==> src/rtl/sn251_scan_ctrl.sv <==
// sn251_scan_ctrl: drives a '251 8:1 mux through all select values and
// reassembles the sampled output word, flagging any y/yn or data mismatch.
module sn251_scan_ctrl #(
    parameter int DW = 4
) (
    input  logic          clk,
    input  logic          rst,
    input  logic          start,
    input  logic [7:0]    data,
    input  logic [DW-1:0] dwell,
    input  logic          dir,
    output logic [7:0]    mux_a,
    output logic [2:0]    mux_sel,
    output logic          mux_oe,
    input  logic          mux_y,
    input  logic          mux_yn,
    output logic          busy,
    output logic          done,
    output logic [7:0]    rx,
    output logic          err
);
    typedef enum logic [1:0] {IDLE, SETUP, SCAN, DONE} state_t;
    state_t state, nxt;
    logic [DW-1:0] dwell_r, cnt;
    logic dir_r, tick, last_sel, accept;
    always_comb begin
        tick     = cnt == '0;
        last_sel = dir_r ? mux_sel == 3'd0 : mux_sel == 3'd7;
        accept   = state == IDLE && start;
        nxt      = state == IDLE  ? (start ? SETUP : IDLE) :
                   state == SETUP ? SCAN :
                   state == SCAN  ? (tick && last_sel ? DONE : SCAN) : IDLE;
        mux_oe   = state != SCAN;
        busy     = state != IDLE;
        done     = state == DONE;
    end
    always_ff @(posedge clk)
        state <= rst ? IDLE : nxt;
    // the select value is held dwell+1 cycles; capture happens on its last cycle
    always_ff @(posedge clk) begin
        if (rst) begin
            mux_a   <= '0;
            mux_sel <= '0;
            dwell_r <= '0;
            dir_r   <= 1'b0;
            cnt     <= '0;
            rx      <= '0;
            err     <= 1'b0;
        end else if (accept) begin
            mux_a   <= data;
            mux_sel <= dir ? 3'd7 : 3'd0;
            dwell_r <= dwell;
            dir_r   <= dir;
            cnt     <= dwell;
            rx      <= '0;
            err     <= 1'b0;
        end else if (state == SCAN) begin
            if (tick) begin
                rx[mux_sel] <= mux_y;
                if (mux_y == mux_yn || mux_y != mux_a[mux_sel])
                    err <= 1'b1;
                cnt <= dwell_r;
                if (!last_sel)
                    mux_sel <= dir_r ? mux_sel - 3'd1 : mux_sel + 3'd1;
            end else begin
                cnt <= cnt - 1'b1;
            end
        end
    end
endmodule

==> config.mk <==
export PLATFORM = sky130hd
export DESIGN_NAME = sn251_scan_ctrl
export DESIGN_NICKNAME = d
export VERILOG_FILES = /design/src/rtl/sn251_scan_ctrl.sv
export SDC_FILE = /design/constraint.sdc
export NUM_CORES = 1
export LEC_CHECK = 0
export ABC_AREA = 1
export CAP_MARGIN = 30
export CELL_PAD_IN_SITES_DETAIL_PLACEMENT = 1
export CELL_PAD_IN_SITES_GLOBAL_PLACEMENT = 2
export CORE_AREA = 2 2 80 82
export CTS_CLUSTER_SIZE = 28
export DETAILED_ROUTE_END_ITERATION = 8
export DIE_AREA = 0 0 82 84
export PLACE_DENSITY_LB_ADDON = 0.1
export SYNTH_ARGS = -nofsm -noshare
export SYNTH_HDL_FRONTEND = slang
export SYNTH_SLANG_ARGS = --single-unit
==> constraint.sdc <==
create_clock -name clk -period 1.9 [get_ports clk]
set_input_delay 0.19 -clock clk [delete_from_list [all_inputs] [get_ports clk]]
set_output_delay 0.19 -clock clk [all_outputs]
set_load 0.03 [all_outputs]
==> metrics.yaml, run 1 <==
finish:
  diodes: 0
  final_util_pct: 34.5
  seq_area_sq_um: 621
  drive_above_1_share_pct: 11.5
  multi_input_area_sq_um: 761
  fin_nets: 284
  area_growth_pct: 38.6
  fill_cells: 765
pwr:
  power_density_mw_per_mm2: 749
  vdd_drop_max_mv: 0.321
  power.leakage_nw: 0.868
  power_mw: 1.58
clocking:
  postCtsSetupBuffers: 0
  htree_levels: 2
  clk_pin_slew_ns: 0.07
  ctsHoldBuffers: 0
  cts_resized: 1
  clock_path_buffers: 2
  clkLatencyLatePin_ns: 0.29
  tritoncts: "built"
  cts.sinks: 31
  cts_buffers: 5
  root_buffer: "clkbuf_8"
yosys:
  synth.area.top_cells: "dfxtp_1 41%, nand2_1 12%, o21ai_0 7.9%"
  synth_seq_area_share_pct: 40.9
  syn_area_sq_mm: 0.00152
  synthFlopType: "dfxtp_1"
  syn_avg_cell_area_sq_um: 7.10
  yosys_warnings: 0
  yosysMostFrequentCell: "nand2_1"
  async_flop_share_pct: 0
  yosysTopAreaCellShare_pct: 40.9
  synth_largest_area_cell: "dfxtp_1"
  synth_edf_count: 0
  ys_types: 23
  syn_nets: 238
  synth.ff_latch_count: 31
  syn_inst: 214
  synth_commonest_cells: "48 x nand2_1, 31 x dfxtp_1, 25 x inv_1"
floorplan:
  die_w_microns: 82
  coreArea_sq_mm: 0.00610
  placementRows: 29
  die-area_sq_mm: 0.00689
  die_h_microns: 84
  start_util_pct: 24.9
  ioPinCount: 41
critical_path:
  rr_endpoint: "cnt[2]$_SDFFE_PP0P_"
  crit_buf_inv: 1
  path_class: "reg2out"
  crit_fanout: 8
  crit_family: "buffers and inverters"
  critPathCaptureType: "primary output"
  setup.worst_path.start: "mux_sel[2]$_SDFFE_PP0P_"
  cp.arrival_ns: 1.51
  rrSetupSlack_ns: 0.27
  critPathMaxStageDelay_ns: 0.73
  cp_cell_sequence: "clkdlybuf4s50_1"
  r2r_start: "state[0]$_SDFF_PP0_"
  reg2reg_depth: 7
  critPathRequiredTime_ns: 1.71
  start_kind: "register"
  slowest_stage: "clkdlybuf4s50_1"
sta:
  rsz0062_at_grt: "no"
  timing.final.crit_share_pct: 89.5
  tightest_slew_ns: 0.430
  hold_viol: 0
  max_freq_mhz: 588
  fin_tns_setup_ns: 0
  slew_headroom_pct: 71.3
  setup_viol: 0
  drv_slew: 0
  finClkSkew_ns: 0.00499
  min_period_ns: 1.70
detailed_routing:
  avgRoutedWirePerCell_microns: 12.5
  drt-initial-drc-count: 26
  ant_nets: 0
  first_pass_iters: 4
  num_vias: 1478
  wirelength_mm: 4.22
  via_per_inst: 4.37
  drc: 0
placement:
  place_congestion: 0.693
  port-buffer-count: 40
  dp_hpwl_mm: 3.26
global_route:
  antenna_found_initial: 0
  gr-total-overflow: 0
  grt_pass1_wl_mm: 7.04
  grt_pass1_vias: 1493
  grt_max_degree: 24
  globalRouteTotalUtil_pct: 13.3
outcome:
  status: "complete, no violations"
worst_hold_path:
  min_path_cells: 2
  hold_end: "err$_SDFFE_PP0P_"
  min_from: "err$_SDFFE_PP0P_"
  worstHoldPathType: "reg2reg"
job:
  drv_cap: 0
-- state kept, by name, indices dropped and copies added (netlist names) --
signal and flops:
mux_a 8, err 1, cnt 4, state 2, rx 8, dir_r 1, dwell_r 4, mux_sel 3
-- worst max path at each step --
stage	endpoint	slack [ns]	depth (start not counted)
global placement	cnt[3]$_SDFFE_PP0P_	0.31	7
floorplan	mux_sel[2]$_SDFFE_PP0P_	0.24	7
CTS	busy	0.02	4
global route	cnt[1]$_SDFFE_PP0P_	0.07	7
detailed placement	cnt[2]$_SDFFE_PP0P_	0.26	7
finish	mux_sel[2]	0.20	1
-- where the power goes --
| part | switching [mW] | internal, mW | total (mW) |
|---|---|---|---|
| clock network | 0.262 | 0.251 | 0.512 |
| logic | 0.207 | 0.144 | 0.351 |
| registers | 0.0285 | 0.686 | 0.715 |
-- placed cells by master, fill, tap and decap left out --
master and n:
a21oi_2 2, nand3_1 8, dfxtp_1 31, nand2_1 48, dlymetal6s2s_1 1, nor2_1 21
nor2_4 1, buf_4 5, inv_2 3, clkinv_2 3, dlygate4sd2_1 1, o21bai_1 1
nand2_2 3, fa_1 1, inv_1 25, ha_1 5, o21ai_0 24, o211ai_1 3
a31oi_1 4, clkbuf_8 5, xnor2_1 1, a21oi_1 19, o21ai_2 1, nor2_2 7
clkdlybuf4s50_1 38
-- cells by family after synthesis --
logic type | count (synthesis) | share of synthesized area, %
and+or+nand+nor | 88 | 24.5
AOI/OAI and AO/OA | 54 | 19.5
buffers and inverters | 34 | 9.06
DFF | 31 | 40.9
adders and majority gates | 6 | 5.44
xor gates and xnor gates | 1 | 0.577
-- per-stage QoR --
step / instances / setup WS, ns / hold WS [ns] / instance area [sq um]
detailed placement: 330 / 0.262 / 0.460 / 2020
global placement: 330 / 0.307 / 0.443 / 2020
CTS: 338 / 0.0205 / 0.471 / 2100
floorplan: 214 / 0.235 / 0.346 / 1520
finish: 338 / 0.199 / 0.458 / 2110
global route: 338 / 0.0726 / 0.488 / 2110
-- cell type report --
| class | count | area share (%) |
|---|---|---|
| Sequential cell | 31 | 29.5 |
| Tap cell | 77 | 4.58 |
| Inverter | 28 | 4.99 |
| Clock buffer | 5 | 3.27 |
| Timing Repair Buffer | 45 | 20.9 |
| Clock inverter | 3 | 0.713 |
| Multi-Input combinational cell | 149 | 36.1 |
-- layer usage --
layer	routed length, microns	vias up	part of all wire [%]	global-route usage [%]
met2	1900	28	45	20.1
li1	-	775	-	-
met4	36	0	0.85	3.18
met1	2120	671	50	18.4
met5	0	-	0	0
met3	160	4	3.8	3.68
(Power assumes the default switching activity.)
==> run 2: changes to the inputs <==
Settings changed: CTS_CLUSTER_DIAMETER set to 30.
==> results of run 2 <==
Same layout as run 1: the final DEF is identical, and so are final timing and power.
==> run 3: changes to the inputs <==
Settings changed: HOLD_SLACK_MARGIN set to 0.05.
==> results of run 3 <==
Same layout as run 1: the final DEF is identical, and so are final timing and power.
